[config.mk]
export PLATFORM = sky130hd
export DESIGN_NAME = uart_tx_queue
export DESIGN_NICKNAME = d
export VERILOG_FILES = /design/src/rtl/uart_tx_queue.sv
export SDC_FILE = /design/constraint.sdc
export NUM_CORES = 1
export LEC_CHECK = 0
export CELL_PAD_IN_SITES_DETAIL_PLACEMENT = 1
export CELL_PAD_IN_SITES_GLOBAL_PLACEMENT = 1
export CORE_ASPECT_RATIO = 1.5
export CORE_MARGIN = 2
export CORE_UTILIZATION = 51
export DETAILED_ROUTE_END_ITERATION = 10
export PLACE_DENSITY_LB_ADDON = 0.1
export SYNTH_ARGS = -nofsm -noshare
export SYNTH_HDL_FRONTEND = slang
export SYNTH_SLANG_ARGS = --single-unit
[constraint.sdc]
create_clock -name clk_50mhz -period 3.6 [get_ports clk_50mhz]
set_clock_uncertainty 0.15 [all_clocks]
set_input_delay 0.36 -clock clk_50mhz [delete_from_list [all_inputs] [get_ports clk_50mhz]]
set_output_delay 0.36 -clock clk_50mhz [all_outputs]
set_load 0.1 [all_outputs]
[src/rtl/uart_tx_queue.sv]
// uart_tx_queue
//   Byte FIFO plus launch sequencer in front of async_transmitter. Bus-side
//   writers push bytes at any time. The sequencer pops one byte at a time,
//   gives the transmitter a one-cycle TxD_start pulse, then paces the next
//   launch on TxD_busy. If TxD_busy never rises, a timeout returns the
//   sequencer to IDLE so it cannot deadlock.
//
// Ports
//   clk_50mhz  in   system clock, rising edge
//   rst        in   synchronous reset, active-high
//   wr_en      in   push wr_data this cycle
//   wr_data    in   [7:0] byte to queue
//   clr_ovf    in   clear sticky overflow flag
//   full       out  FIFO holds DEPTH bytes
//   count      out  [ADDR_W:0] bytes queued (0..DEPTH)
//   overflow   out  sticky: a push was dropped
//   idle       out  FIFO empty and sequencer idle
//   TxD_busy   in   transmitter busy
//   TxD_start  out  one-cycle launch pulse (registered)
//   TxD_data   out  [7:0] byte being launched, held until the next load
module uart_tx_queue #(
  parameter int DEPTH   = 16,
  parameter int ADDR_W  = 4,
  parameter int BUSY_TO = 64
) (
  input  logic              clk_50mhz,
  input  logic              rst,
  input  logic              wr_en,
  input  logic [7:0]        wr_data,
  input  logic              clr_ovf,
  output logic              full,
  output logic [ADDR_W:0]   count,
  output logic              overflow,
  output logic              idle,
  input  logic              TxD_busy,
  output logic              TxD_start,
  output logic [7:0]        TxD_data
);

  localparam int TO_W = $clog2(BUSY_TO + 1);

  typedef enum logic [2:0] {
    ST_IDLE,
    ST_LOAD,
    ST_START,
    ST_WAIT_HI,
    ST_WAIT_LO
  } state_t;

  state_t              r_state;
  state_t              w_next;

  logic [7:0]          r_mem [DEPTH];
  logic [ADDR_W-1:0]   r_wr_ptr;
  logic [ADDR_W-1:0]   r_rd_ptr;
  logic [ADDR_W:0]     r_count;
  logic                r_overflow;
  logic                r_txd_start;
  logic [7:0]          r_txd_data;
  logic [TO_W-1:0]     r_to;

  logic                w_full;
  logic                w_push;
  logic                w_pop;
  logic                w_drop;
  logic                w_timeout;

  // full comes from the registered count, so a pop in the same cycle
  // does not make room for a push arriving while full.
  assign w_full    = (r_count == (ADDR_W + 1)'(DEPTH));
  assign w_push    = wr_en && !w_full;
  assign w_drop    = wr_en && w_full;
  // LOAD is only entered with count != 0 and lasts one cycle; writes
  // never reduce count, so the head is always valid here.
  assign w_pop     = (r_state == ST_LOAD);
  assign w_timeout = (r_to == TO_W'(BUSY_TO - 1));

  // ---------------- FIFO storage (contents need no reset) ----------------
  always_ff @(posedge clk_50mhz) begin
    if (w_push) begin
      r_mem[r_wr_ptr] <= wr_data;
    end
  end

  always_ff @(posedge clk_50mhz) begin
    if (rst) begin
      r_wr_ptr <= '0;
      r_rd_ptr <= '0;
      r_count  <= '0;
    end else begin
      if (w_push) r_wr_ptr <= r_wr_ptr + 1'b1;
      if (w_pop)  r_rd_ptr <= r_rd_ptr + 1'b1;
      case ({w_push, w_pop})
        2'b10:   r_count <= r_count + 1'b1;
        2'b01:   r_count <= r_count - 1'b1;
        default: r_count <= r_count;
      endcase
    end
  end

  // Drop takes priority over a coincident clear.
  always_ff @(posedge clk_50mhz) begin
    if (rst) begin
      r_overflow <= 1'b0;
    end else if (w_drop) begin
      r_overflow <= 1'b1;
    end else if (clr_ovf) begin
      r_overflow <= 1'b0;
    end
  end

  // ---------------- Launch sequencer ----------------
  always_ff @(posedge clk_50mhz) begin
    if (rst) begin
      r_state <= ST_IDLE;
    end else begin
      r_state <= w_next;
    end
  end

  always_comb begin
    w_next = r_state;
    case (r_state)
      ST_IDLE:    if (r_count != '0 && !TxD_busy) w_next = ST_LOAD;
      ST_LOAD:    w_next = ST_START;
      ST_START:   w_next = ST_WAIT_HI;
      ST_WAIT_HI: begin
        if (TxD_busy)       w_next = ST_WAIT_LO;
        else if (w_timeout) w_next = ST_IDLE;
      end
      ST_WAIT_LO: if (!TxD_busy) w_next = ST_IDLE;
      default:    w_next = ST_IDLE;
    endcase
  end

  // TxD_start is registered from the next-state decode so it is high
  // exactly while the state register holds START.
  always_ff @(posedge clk_50mhz) begin
    if (rst) begin
      r_txd_start <= 1'b0;
      r_txd_data  <= '0;
      r_to        <= '0;
    end else begin
      r_txd_start <= (w_next == ST_START);
      if (w_pop) begin
        r_txd_data <= r_mem[r_rd_ptr];
      end
      if (r_state == ST_START) begin
        r_to <= '0;
      end else if (r_state == ST_WAIT_HI) begin
        r_to <= r_to + 1'b1;
      end
    end
  end

  assign full      = w_full;
  assign count     = r_count;
  assign overflow  = r_overflow;
  assign idle      = (r_count == '0) && (r_state == ST_IDLE);
  assign TxD_start = r_txd_start;
  assign TxD_data  = r_txd_data;

endmodule

== Word-level counts from Yosys, hierarchy flattened ==
Memories as Yosys holds them, arrays and structs flattened. A register that Yosys moved wholly into a read port is not among the register bits.
Cells that the tools add are included.
Word-level totals
  word-level logic and storage cells: 44
  memory bits (writable): 128
  flip-flop bits (word level): 25
  memories: 1
Operators by class
  add/sub/neg operators: 5
  multiplexer cells: 10
  reduce and logical (&&, ||, !) cells: 12
  equal/unequal tests: 9
Memories
  r_mem: depth 16, width 8, read ports 1, clocked after memory_dff 1, write ports 1, RTL line 53  | logic [7:0] r_mem [DEPTH];
Operators with widths (number)
  one-hot mux 3 bit (5 select lines): 1
  2-to-1 mux 3 bit: 4
  one-hot mux 5 bit (2 select lines): 1
  == test 3 x 2 -> 1 bit (second input constant): 3
  adder 4 x 1 -> 4 bit (second input constant): 2
  adder 7 x 1 -> 7 bit (second input constant): 1
  == test 7 x 6 -> 1 bit (second input constant): 1
  adder 5 x 1 -> 5 bit (second input constant): 1
  == test 5 bit (second input constant): 1
  logical NOT 5 bit: 1
  nonzero test 5 bit: 1
  subtractor 5 x 1 -> 5 bit (second input constant): 1
  logical AND 1 bit: 4
  2-to-1 mux 1 bit: 4
  nonzero test 2 bit: 2
  == test 3 x 1 -> 1 bit (second input constant): 1
  == test 3 bit (second input constant): 1
  logical NOT 3 bit: 1
  == test 2 x 1 -> 1 bit (second input constant): 1
  == test 2 bit (second input constant): 1
  logical NOT 1 bit: 2
  OR reduction 2 bit: 1

== Logic depth before layout (Yosys ltp) ==
Gate-level depths: netlist of the first run.
  depth in word-level cells: 5
  depth in mapped cells: 11

== Least setup slack after synthesis of the first run ==
OpenSTA, ideal clock, no wires.
  path kind: reg-to-output
  from: reg r_count[0], in the netlist count[0]
  to: out idle
  cell stages (with the launch flop): 4
  buffers on the path: 0
  arrival: 4.100 ns
  setup slack: -1.010 ns
  path through: dfxtp_1 > nor4_2 > nand2b_1 > nor4_1
Between the ends
  cells in the longest elaborated chain, start to end: 2
Ends and longest elaborated chain
  from (decl): RTL line 56  | logic [ADDR_W:0] r_count;
  from (signal assigned): RTL line 94  | 2'b10: r_count <= r_count + 1'b1;
  from (signal assigned): RTL line 95  | 2'b01: r_count <= r_count - 1'b1;
  from (signal assigned): RTL line 96  | default: r_count <= r_count;
  logical NOT 5 bit: RTL line 159  | assign idle = (r_count == '0) && (r_state == ST_IDLE);
  logical AND 1 bit: RTL line 159
  to (decl): RTL line 34  | output logic idle,
Every way passes these cells.

== Worst setup path in the final report of the first run ==
  from: reg r_state[0]
  to: reg r_count[4], in the netlist count[4]
Between the ends
  cells in the longest elaborated chain, start to end: 3
  elaborated cells on any way between the ends: 5
Ends and longest elaborated chain
  from (decl): RTL line 50  | state_t r_state;
  from (signal assigned): RTL line 117  | r_state <= w_next;
  == test 3 x 1 -> 1 bit (*): RTL line 75  | assign w_pop = (r_state == ST_LOAD);
  == test 2 x 1 -> 1 bit / == test 2 bit (equally long branches): RTL line 93  | case ({w_push, w_pop})
  one-hot mux 5 bit (2 select lines) / nonzero test 2 bit (equally long branches)
Mark *: on every way between the ends. The rest lies on a longest branch, timed or not.
A chain may end at the register's enable or synchronous reset.

==> out/results.ini, run 1 <==
[place]
place_congestion = 0.724
portBuffers = 29
hpwl_um = 8700
dp.cells = 566

[finish]
stdcell_count = 598
multi_input_area_sq_um = 1800
diodes = 0
nets = 453
seqCellArea_sq_um = 4510
area_growth_pct = 17.4
fillers = 1119
final_util_pct = 61.0
drive_gt1_share_pct = 20.8

[yosys]
syn_avg_cell_area_sq_um = 17.0
yosys.area.top_type_share_pct = 59.7
synth_edf_count = 128
syn-cell-area_sq_um = 6440
ys.flop_type = edfxtp_1
synth_seq_cells = 161
synth.most_common_cell = edfxtp_1
syn_nets = 403
synth_largest_area_cell = edfxtp_1
ys_warn_count = 0
ys_seq_area_share_pct = 70.0
yosys-top-cells-area = edfxtp_1 (60%), mux4_2 (11%), dfxtp_1 (10%), mux2i_1 (2.6%), nor2_1 (2.1%)
ys_top_cells_by_count = edfxtp_1 (128), nor2_1 (36), dfxtp_1 (33)
ys_async_sr_fraction_pct = 0
synthCells = 379
synth_cell_types = 37

[floorplan]
die-area_sq_um = 13600
pin_count = 30
core_area_sq_um = 12400
rows = 50
initial_core_util_pct = 52.0
die_w_um = 95.7
die_h_um = 142

[critical_path]
end_kind = register
cp.arrival_ns = 3.28
startpoint_type = register
critical_path_required_ns = 3.75
crit_family = simple AND/OR/NAND/NOR gates
crit_type = register to register
crit_path_max_fanout = 9
crit_path_cell_trace = or3b_1, inv_1, ha_1, inv_1, fa_1, nor2b_1, o21ai_1, nand3_1, or3b_1, mux2_1
crit_path_top_delay_cell = dfxtp_1
worst-path-buf-inv = 2
max_stage_delay_ns = 0.48

[clocking]
clock_path_buffers = 2
cts_root_buf = clkbuf_16
cts_tree = done
clk-insertion-delay-late_ns = 0.42
ctsResizeCount = 0
postCtsHoldBufs = 0
clkTransAtPathRegs_ns = 0.08
htreeDepth = 4
clock_sinks = 161
postCtsSetupBuffers = 0
cts-buffers-inserted = 17

[detailed_routing]
route.detailed.drc = 0
drtPass1Iterations = 4
ant_nets = 0
vias = 3420
routed_via_density = 5.72
wire_per_inst_um = 22.6
drt_first_iter_violations = 200
routed_wl_um = 13500

[global_routing]
grt-ovfl-total = 0
grt_pass1_vias = 3703
track_usage_pct = 22.2
grt_start_max_net_pins = 36
antenna_found_initial = 0
grt_first_pass_wirelength_um = 21200

[power_and_ir_drop]
ir_worst_vdd_mv = 0.372
p_per_area_nw_per_um2 = 681
p_leak_nw = 2.48

[sta]
setup_viol = 0
min_period_ns = 3.13
max_freq_mhz = 320
finalCritPeriodShare_pct = 86.9
drv_slew = 0
hold_viol = 0
maxSlewHeadroom_pct = 33.4
rsz0062_at_grt = no
setup_tns_ns = 0
tightest_slew_ns = 0.995

[run_status]
status = complete, no violations

[run]
drv_cap = 0

[hold_path]
hold_path.class = register to register

routing by layer:
layer	global-route usage, %	vias to the layer above	part of all wire [%]
li1	-	1561	-
met5	0	-	0
met1	27.0	1786	40
met3	4.35	18	2.5
met4	7.44	0	1.7
met2	39.0	55	56
stage by stage:
step | hold slack [ns] | power [mW] | setup WS [ns] | instance area [sq um]
floorplan | 0.303 | 3.13 | 0.164 | 6440
global placement | 0.315 | 3.41 | 0.594 | 6980
detailed placement | 0.329 | 3.45 | 0.503 | 6980
CTS | 0.341 | 5.20 | 0.477 | 7550
global route | 0.380 | 5.33 | 0.292 | 7550
finish | 0.338 | 5.14 | 0.470 | 7550
worst paths after layout:
path                                  from  cells after the start  slack, ns        to
worst max register to register  r_state[0]                     10       0.47  count[4]
worst max-delay path            r_state[0]                     10       0.47  count[4]
worst min-delay path               r_to[1]                      2       0.34   r_to[1]
worst min register to register     r_to[1]                      2       0.34   r_to[1]
layout make-up:
type	count	area share, %
clock inverters	14	1.84
flip-flops and latches	161	59.6
well taps	156	2.58
repair buffers	50	5.86
inverters	8	0.398
multi-input cells	191	23.9
clock buffers	18	5.81
cell usage in the layout, fill, tap and decap left out, types with 7 or more instances in the layout:
cell,instances
nand2_1,14
a21oi_1,11
nand3b_1,10
nor2_1,36
mux2i_1,17
inv_1,7
xor2_1,7
inv_8,7
edfxtp_1,128
clkdlybuf4s50_1,27
o221ai_1,8
dfxtp_1,32
buf_4,23
ha_1,10
mux4_2,32
clkbuf_16,17
logic make-up (layout without fill, tap and decap cells):
logic type,after synthesis,after routing,synth area share (%)
compound gates,28,28,2.90
flops,161,161,70.0
xor+xnor,12,12,1.63
mux,50,50,14.0
buf+inv,27,90,2.12
fa+ha+maj,11,11,2.26
simple gates,90,90,7.10
registers in the layout, summed over array words and instances (netlist names):
signal     count
count          5
r_to           7
overflow       1
r_rd_ptr       4
TxD_data       8
r_wr_ptr       4
r_state        3
TxD_start      1
r_mem        128
worst min-delay path, cell delays in order, from the launching register on:
cell	delay, ns
dfxtp_1	0.33
nand2_1	0.06
a21oi_1	0.06
power breakdown:
| group | internal (mW) | switching (mW) |
|---|---|---|
| clock network | 0.943 | 0.806 |
| registers | 2.10 | 0.0777 |
| logic | 0.368 | 0.847 |
| total | 3.41 | 1.73 |
Power figures use the tool's default switching activity.
==> inputs of run 2 (changes only) <==
--- a/config.mk
+++ b/config.mk
@@ -9,9 +9,11 @@
 export CELL_PAD_IN_SITES_GLOBAL_PLACEMENT = 1
 export CORE_ASPECT_RATIO = 1.5
 export CORE_MARGIN = 2
-export CORE_UTILIZATION = 51
+export CORE_UTILIZATION = 54
+export CTS_BUF_LIST = sky130_fd_sc_hd__clkbuf_4 sky130_fd_sc_hd__clkbuf_8
 export DETAILED_ROUTE_END_ITERATION = 10
 export PLACE_DENSITY_LB_ADDON = 0.1
+export SKIP_CTS_REPAIR_TIMING = 1
 export SYNTH_ARGS = -nofsm -noshare
 export SYNTH_HDL_FRONTEND = slang
 export SYNTH_SLANG_ARGS = --single-unit
==> out/results.ini, run 2 (same netlist as run 1, synthesis figures left out) <==
[place]
hpwl_um = 8600
portBuffers = 29
place_congestion = 0.727
place_ws_ns = 0.485

[finish]
regMostFlops = r_mem
area_growth_pct = 14.7
final_common_cell = edfxtp_1
mostFrequentLayoutCells = edfxtp_1 (128), nor2_1 (36), dfxtp_1 (32), mux4_2 (32), clkdlybuf4s50_1 (27)
drive_gt1_share_pct = 20.3
diodes = 0
nets = 450
largest_reg_flops = 128

[critical_path]
startpoint_type = register
rrSetupSlack_ns = 0.50
crit_type = register to register
crit_path_cell_trace = or3b_1, inv_1, ha_1, inv_1, fa_1, nor2b_1, o21ai_1, nand3_1, or3b_1, mux2_1
max_stage_delay_ns = 0.49
cp.arrival_ns = 3.29
worst-path-buf-inv = 2
crit_path_top_delay_cell = dfxtp_1
critical_path_required_ns = 3.79
crit_family = simple AND/OR/NAND/NOR gates
end_kind = register
crit_path_max_fanout = 9

[sta]
setup_tns_ns = 0
setup_viol = 0
max_freq_mhz = 323
maxSlewHeadroom_pct = 28.7
tightest_slew_ns = 1.07
worst_slack_ns = 0.501
hold_viol = 0
min_period_ns = 3.10
rsz0062_at_grt = no
drv_slew = 0
finalCritPeriodShare_pct = 86.1

[detailed_routing]
ant_nets = 0
drtPass1Iterations = 4
vias = 3416
route.detailed.drc = 0
wire_per_inst_um = 21.9
routed_wl_um = 12900
routed_via_density = 5.80
drt_first_iter_violations = 196

[global_routing]
grt_pass1_vias = 3681
grt_start_max_net_pins = 35
antenna_found_initial = 0
track_usage_pct = 22.3
grt_first_pass_wirelength_um = 20600
grt-ovfl-total = 0

[clocking]
cts-buffers-inserted = 17
clock_sinks = 161
cts_tree = done
cts_root_buf = clkbuf_8
clkTransAtPathRegs_ns = 0.10
clock_path_buffers = 2
htreeDepth = 4
clk-insertion-delay-late_ns = 0.45

[power_and_ir_drop]
power.share.clock_pct = 28.5
p_leak_nw = 2.39
ir_worst_vdd_mv = 0.337
power_mw = 4.75
switching_share_pct = 35.3
power.switching_mw = 1.68
power_frac_seq_pct = 46.9
p_per_area_nw_per_um2 = 644
combPwrFrac_pct = 24.6
internal_power_mw = 3.08

[floorplan]
die-area_sq_um = 12800
rows = 48
initial_core_util_pct = 55.5
pin_count = 30
core_area_sq_um = 11600
die_w_um = 93.1
die_h_um = 138

[run]
drv_cap = 0

[hold_path]
hold_path.class = register to register

[run_status]
status = complete, no violations

==> run 2: changes by cell type in the layout (fill, tap and decap cells not counted), sizes merged <==
cell	delta
clkinv	+3
bufinv	+1
inv	-3
clkbuf	-1
buf	-3
==> run 2: worst paths after layout <==
path              cells after the start        from        to
setup / recovery                     10  r_state[0]  count[4]
hold / removal                        2     r_to[1]   r_to[1]
setup reg to reg                     10  r_state[0]  count[4]
hold reg to reg                       2     r_to[1]   r_to[1]
==> run 2: per-layer routing <==
metal | GRT usage [%] | up-vias | routed length, um
li1 | - | 1554 | -
met4 | 7.03 | 0 | 184
met3 | 4.70 | 15 | 385
met1 | 26.8 | 1778 | 5070
met5 | 0 | - | 0
met2 | 40.3 | 69 | 7240
==> run 2: stage by stage <==
step           cell area, sq um  util, %  std cells  hold WS (ns)
2_1_floorplan              6440        -        379         0.303
3_3_place_gp               6960     60.0        557         0.314
3_5_place_dp               6960     60.0        557         0.327
4_1_cts                    7380     63.7        589         0.342
5_1_grt                    7380     63.7        589         0.360
6_report                   7380     63.7        589         0.337
==> run 2: worst register-to-register path, cell delays in order (launching register included) <==
cell	delay (ns)
dfxtp_1	0.49
or3b_1	0.41
inv_1	0.19
ha_1	0.27
inv_1	0.10
fa_1	0.38
nor2b_1	0.17
o21ai_1	0.09
nand3_1	0.08
or3b_1	0.35
mux2_1	0.31
==> run 2: layout make-up <==
cell class,count,area [sq um]
sequential,161,4510
inverter,8,30.0
multi-input combinational,191,1800
tap,150,188
timing repair buffer,47,433
clock buffer,17,234
fill,1029,4210
clock inverter,15,189
==> run 2: power groups by stage <==
stage / logic (mW) / registers, mW / clock network [mW]
after floorplan: 0.609 / 2.53 / 0
after global placement: 1.16 / 2.27 / 0
after detailed placement: 1.18 / 2.27 / 0
after CTS: 1.19 / 2.23 / 1.38
after global routing: 1.24 / 2.25 / 1.46
final: 1.17 / 2.23 / 1.35
==> inputs of run 3 (changes only) <==
--- a/config.mk
+++ b/config.mk
@@ -5,6 +5,7 @@
 export SDC_FILE = /design/constraint.sdc
 export NUM_CORES = 1
 export LEC_CHECK = 0
+export ABC_CLOCK_PERIOD_IN_PS = 3600
 export CELL_PAD_IN_SITES_DETAIL_PLACEMENT = 1
 export CELL_PAD_IN_SITES_GLOBAL_PLACEMENT = 1
 export CORE_ASPECT_RATIO = 1.5
@@ -12,6 +13,7 @@
 export CORE_UTILIZATION = 54
 export CTS_BUF_LIST = sky130_fd_sc_hd__clkbuf_4 sky130_fd_sc_hd__clkbuf_8
 export DETAILED_ROUTE_END_ITERATION = 10
+export HOLD_SLACK_MARGIN = 0.12
 export PLACE_DENSITY_LB_ADDON = 0.1
 export SKIP_CTS_REPAIR_TIMING = 1
 export SYNTH_ARGS = -nofsm -noshare
==> results of run 3 <==
Same layout as run 2: the final DEF is identical, and so are final timing and power.
